--- src/rtl/instruction_sequencer_pkg.sv ---
// rtl/instruction_sequencer_pkg.sv - shared opcode, state and width definitions (package proc_defs)
package proc_defs;

    localparam int IW  = 9;
    localparam int PCW = 8;
    localparam int CW  = 2;

    typedef enum logic [2:0] {
        OP_ADD = 3'b000,
        OP_SUB = 3'b001,
        OP_NAN = 3'b010,
        OP_ILL = 3'b011,
        OP_OUT = 3'b100,
        OP_LDI = 3'b101,
        OP_HLT = 3'b110,
        OP_REP = 3'b111
    } opcode_t;

    typedef enum logic [1:0] {
        ST_IDLE   = 2'b00,
        ST_FETCH  = 2'b01,
        ST_EXEC   = 2'b10,
        ST_HALTED = 2'b11
    } seq_state_t;

    function automatic opcode_t opcode_of(input logic [IW-1:0] word);
        return opcode_t'(word[IW-1:IW-3]);
    endfunction

endpackage

--- src/rtl/instruction_sequencer_if.sv ---
// rtl/instruction_sequencer_if.sv - instruction word handshake between fetch source and sequencer
interface instruction_sequencer_if
    import proc_defs::*;
    ();

    logic          ir_valid;
    logic [IW-1:0] ir_data;
    logic          ir_ready;

    modport master (
        output ir_valid,
        output ir_data,
        input  ir_ready
    );

    modport slave (
        input  ir_valid,
        input  ir_data,
        output ir_ready
    );

endinterface

--- src/rtl/seq_step_counter.sv ---
// rtl/seq_step_counter.sv - 2-bit execution step counter with clear, enable and terminal flag
module seq_step_counter
    import proc_defs::*;
(
    input  logic          clk,
    input  logic          resetn,
    input  logic          clear,
    input  logic          enable,
    output logic [CW-1:0] step,
    output logic          terminal
);

    // clear wins over enable so the counter always leaves EXEC at zero
    always_ff @(posedge clk or negedge resetn) begin
        if (!resetn) begin
            step <= '0;
        end else if (clear) begin
            step <= '0;
        end else if (enable) begin
            step <= step + 1'b1;
        end
    end

    assign terminal = (step == {CW{1'b1}});

endmodule

--- src/rtl/instruction_sequencer.sv ---
// rtl/instruction_sequencer.sv - fetch/execute sequencer: latches instructions, steps cont 00..11, halts on HLT
module instruction_sequencer
    import proc_defs::*;
(
    input  logic                    clk,
    input  logic                    resetn,
    input  logic                    run,
    instruction_sequencer_if.slave  ir,
    output logic [PCW-1:0]          pc,
    output logic [IW-1:0]           instr,
    output logic [CW-1:0]           cont,
    output logic                    busy,
    output logic                    done,
    output logic                    halted,
    output logic                    illegal
);

    seq_state_t state;
    seq_state_t state_nxt;
    logic       ir_ready_q;
    logic       accept;
    opcode_t    op;
    logic       step_clear;
    logic       step_enable;
    logic       step_term;

    assign ir.ir_ready = ir_ready_q;
    assign op          = opcode_of(ir.ir_data);
    assign accept      = (state == ST_FETCH) && ir.ir_valid;

    always_comb begin
        state_nxt = state;
        case (state)
            ST_IDLE: begin
                if (run) state_nxt = ST_FETCH;
            end
            ST_FETCH: begin
                if (accept) begin
                    if (op == OP_HLT)      state_nxt = ST_HALTED;
                    else if (op == OP_ILL) state_nxt = run ? ST_FETCH : ST_IDLE;
                    else                   state_nxt = ST_EXEC;
                end else begin
                    state_nxt = run ? ST_FETCH : ST_IDLE;
                end
            end
            ST_EXEC: begin
                // run is only sampled after the last step so an instruction is never cut short
                if (step_term) state_nxt = run ? ST_FETCH : ST_IDLE;
            end
            ST_HALTED: begin
                state_nxt = ST_HALTED;
            end
            default: begin
                state_nxt = ST_IDLE;
            end
        endcase
    end

    assign step_enable = (state == ST_EXEC);
    assign step_clear  = (state != ST_EXEC) || step_term;

    seq_step_counter u_step (
        .clk      (clk),
        .resetn   (resetn),
        .clear    (step_clear),
        .enable   (step_enable),
        .step     (cont),
        .terminal (step_term)
    );

    // status flags are registered from the next state so they align with the state they describe
    always_ff @(posedge clk or negedge resetn) begin
        if (!resetn) begin
            state      <= ST_IDLE;
            pc         <= '0;
            instr      <= '0;
            ir_ready_q <= 1'b0;
            busy       <= 1'b0;
            done       <= 1'b0;
            halted     <= 1'b0;
            illegal    <= 1'b0;
        end else begin
            state      <= state_nxt;
            ir_ready_q <= (state_nxt == ST_FETCH);
            busy       <= (state_nxt == ST_EXEC);
            halted     <= (state_nxt == ST_HALTED);
            done       <= (state == ST_EXEC) && (cont == 2'b10);
            illegal    <= accept && (op == OP_ILL);
            if (accept) begin
                instr <= ir.ir_data;
                pc    <= pc + 1'b1;
            end
        end
    end

endmodule

--- src/flat_wrapper.sv ---
// flat-port wrapper written by rule: the top's interface ports become plain ports
module instruction_sequencer_flat import proc_defs::*;
  (clk, resetn, run, pc, instr, cont, busy, done, halted, illegal, ir_ir_valid, ir_ir_data, ir_ir_ready);
  instruction_sequencer_if ir_i ();
  input  logic clk;
  input  logic resetn;
  input  logic run;
  output logic [PCW-1:0] pc;
  output logic [IW-1:0] instr;
  output logic [CW-1:0] cont;
  output logic busy;
  output logic done;
  output logic halted;
  output logic illegal;
  input wire logic [$bits(ir_i.ir_valid)-1:0] ir_ir_valid;
  input wire logic [$bits(ir_i.ir_data)-1:0] ir_ir_data;
  output wire logic [$bits(ir_i.ir_ready)-1:0] ir_ir_ready;
  assign ir_i.ir_valid = ir_ir_valid;
  assign ir_i.ir_data = ir_ir_data;
  assign ir_ir_ready = ir_i.ir_ready;
  instruction_sequencer u_core (.clk(clk), .resetn(resetn), .run(run), .ir(ir_i), .pc(pc), .instr(instr), .cont(cont), .busy(busy), .done(done), .halted(halted), .illegal(illegal));
endmodule
--- config.mk ---
export PLATFORM = sky130hd
export DESIGN_NAME = instruction_sequencer_flat
export DESIGN_NICKNAME = d
export VERILOG_FILES = /design/src/rtl/instruction_sequencer_pkg.sv /design/src/rtl/instruction_sequencer_if.sv /design/src/rtl/seq_step_counter.sv /design/src/rtl/instruction_sequencer.sv /design/src/flat_wrapper.sv
export SDC_FILE = /design/constraint.sdc
export NUM_CORES = 1
export LEC_CHECK = 0
export ABC_AREA = 0
export CORE_UTILIZATION = 47
export CTS_CLUSTER_DIAMETER = 100
export CTS_CLUSTER_SIZE = 25
export DETAILED_ROUTE_END_ITERATION = 6
export PLACE_DENSITY = 0.82
export SYNTH_ARGS = -nofsm -noshare
export SYNTH_HDL_FRONTEND = slang
export SYNTH_SLANG_ARGS = --single-unit
export TNS_END_PERCENT = 30
--- constraint.sdc ---
create_clock -name clk -period 3.7 [get_ports clk]
set_clock_uncertainty 0.1 [all_clocks]
set_input_delay 0.555 -clock clk [delete_from_list [all_inputs] [get_ports clk]]
set_output_delay 0.555 -clock clk [all_outputs]
set_load 0.03 [all_outputs]
==> impl_results.md <==
* Clock-pin slew on the worst setup and hold paths at 130 ps
* DR top layer: met4
* Hold buffer count at cts at 0
* Initial antenna violation count at 0
* Final hold viol count at 0
* Drt drc at 0
* Post-CTS Setup Bufs at 0
* # IOs at 37
* Met3 WL at 86 um
* Total GRT Usage at 18.3%
* Global route total overflow at 0
* CP Capture Type: primary output
* Max-Cap Viols at 0
* Vias in the first global route at 879
* Crit path buf inv count at 1
* Synthesis Warnings at 0
* RSZ-0062 raised after global routing: false
* Die Y at 50.5 um
* Clk sink count at 26
* Number of synthesized flops with an enable pin at 0
* Layout area overhead at 37.5%
* Final #Nets at 156
* Final Max Slew Viols at 0
* Post-cts resize count at 0
* Slew @ Worst Pin at 1070 ps
* CTS tree: yes
* Die width at 50.5 um
* Wl on met1 at 859 um
* Synth Instances at 101
* Initial Utilization at 50.1%
* H-Tree Depth at 1
* Routed wire length at 1960 um
* Critical path fanouts, max at 5
* Largest net degree at the start of global routing at 27
* Pre-CTS setup slack at 1690 ps
* Core area at 2210 um2
* Outcome: complete, no violations
* PnR worst setup slack at 1550 ps
* Layout cell share with drive strength beyond 1 at 7.19%
* Drt first pass iters at 4
* Final GP Congestion at 0.728
* Synth Flop Type: dfrtp_1
* Via count at 844
* Rows at 17
* Worst VDD drop at 0.000507 V
* DP HPWL at 1530 um
* Post-synth ARST share at 100%
* Cts bufs inserted at 3
* Fin crit share at 58.0%
* Startpoint types: flop
* Most frequent cells in the layout: clkdlybuf4s50_1 (36), nand2_1 (32), dfrtp_1 (26)
* Delay of the slowest critical-path stage at 710 ps
* Register area share after synthesis at 58.8%
* Hold crit path type: flop to flop
* Crit-path slowest cell: clkdlybuf4s50_1
* Fmax at 466 MHz
* Unique masters post-synth at 27
* Die ar. at 2550 um2
* Cell Chain, Critical Path: clkdlybuf4s50_1
* Inst Count DP at 163
* Synth Register Bits at 26
* Pwr Density at 746 nW/um2
* WL per Instance at 11.8 um
* Commonest non-fill, non-tap cell in the layout: clkdlybuf4s50_1
* Power Total at 1.14 mW
* Synthesized net count at 117
* Port bufs at 36
* WS Path Type: flop to primary output
* DR iter-0 viols at 10
* Final setup viols at 0
* Clock latency on the worst-skew pair at 300 ps
* Required time of the critical path at 3040 ps
* Non-Filler Instances at 167
* CP top delay family: buffers and inverters
* Final min period at 2150 ps
* Antenna Cells at 0
* Met2 WL at 1010 um
* Antenna viol nets, final at 0
* Area of the mapped netlist at 1110 um2
* Vias/cell at 5.05
* First-pass GRT wire length at 3550 um
* Maximum clock insertion buffer count at 2
* Leak pwr at 0.749 nW
* Critical path data arrival time at 1490 ps
* Syn Area/Cell at 11.0 um2
* CTS Root Cell: clkbuf_4
* Setup TNS Final at 0 ps
* Relative slew slack at 28.4%
## cell families after synthesis
kind of cell	share of synthesized area (%)
buffers and inverters	2.82
AO/OA/AOI/OAI	3.95
flip-flops	58.8
XOR/XNOR	7.01
AND/OR/NAND/NOR	24.1
adder cells (fa/ha/maj)	3.39
## flip-flops by register name, indices dropped and copies added, names as in the netlist
name,flops
u_core.instr,9
u_core.pc,8
u_core.ir.ir_ready,1
u_core.halted,1
u_core.state,2
u_core.busy,1
u_core.illegal,1
u_core.done,1
u_core.u_step.step,2
## metal layers
| metal | vias to the layer above | track usage [%] |
|---|---|---|
| li1 | 406 | - |
| met1 | 416 | 21.8 |
| met2 | 20 | 34.2 |
| met3 | 2 | 3.64 |
| met4 | 0 | 2.78 |
| met5 | - | 0 |
## worst paths after layout
path	slack (ps)	startpoint	depth (start not counted)	end
setup / recovery	1550	u_core.pc[2]$_DFFE_PN0N_	1	pc[2]
hold / removal	380	u_core.pc[7]$_DFFE_PN0N_	1	u_core.pc[7]$_DFFE_PN0N_
setup reg to reg	2240	u_core.u_step.step[0]$_DFFE_PN0P_	4	u_core.state[0]$_DFF_PN0_
hold reg to reg	380	u_core.pc[7]$_DFFE_PN0N_	1	u_core.pc[7]$_DFFE_PN0N_
max in group asynchronous	2140	resetn	1	u_core.u_step.step[0]$_DFFE_PN0P_
min in group asynchronous	710	resetn	1	u_core.instr[2]$_DFFE_PN0N_
## metrics by stage
step,util (%),area (um2),hold WS (ps)
after detailed placement,67.2,1490,361
after global routing,68.8,1520,408
final,68.8,1520,383
after global placement,67.2,1490,361
after floorplan,-,1110,159
after CTS,68.8,1520,386
## synthesized netlist by cell type (all sizes together), types with 2 or more instances
| cell | n | area share (%) |
|---|---|---|
| and3 | 2 | 1.1 |
| and3b | 2 | 1.9 |
| buf | 2 | 1.5 |
| dfrtp | 26 | 59 |
| ha | 3 | 3.4 |
| inv | 4 | 1.4 |
| nand2 | 33 | 12 |
| nand3b | 2 | 2.5 |
| nand4 | 3 | 1.7 |
| nor2 | 4 | 1.4 |
| nor3 | 2 | 1.8 |
| o21ai | 3 | 1.4 |
| xnor2 | 4 | 3.8 |
| xor2 | 4 | 3.2 |
## where the power goes
group	switching, mW	internal (mW)	total [mW]
clock	0.0735	0.0599	0.133
combinational	0.309	0.233	0.542
sequential	0.0784	0.381	0.460
## final cells by class
class,instances,area [um2]
Sequential cell,26,651
Fill cell,189,689
Inverter,4,15.0
Tap cell,28,35.0
Timing Repair Buffer,36,360
Multi-Input combinational cell,69,425
Clock buffer,4,36.3
Note: power is estimated with default switching activity, not from simulation.
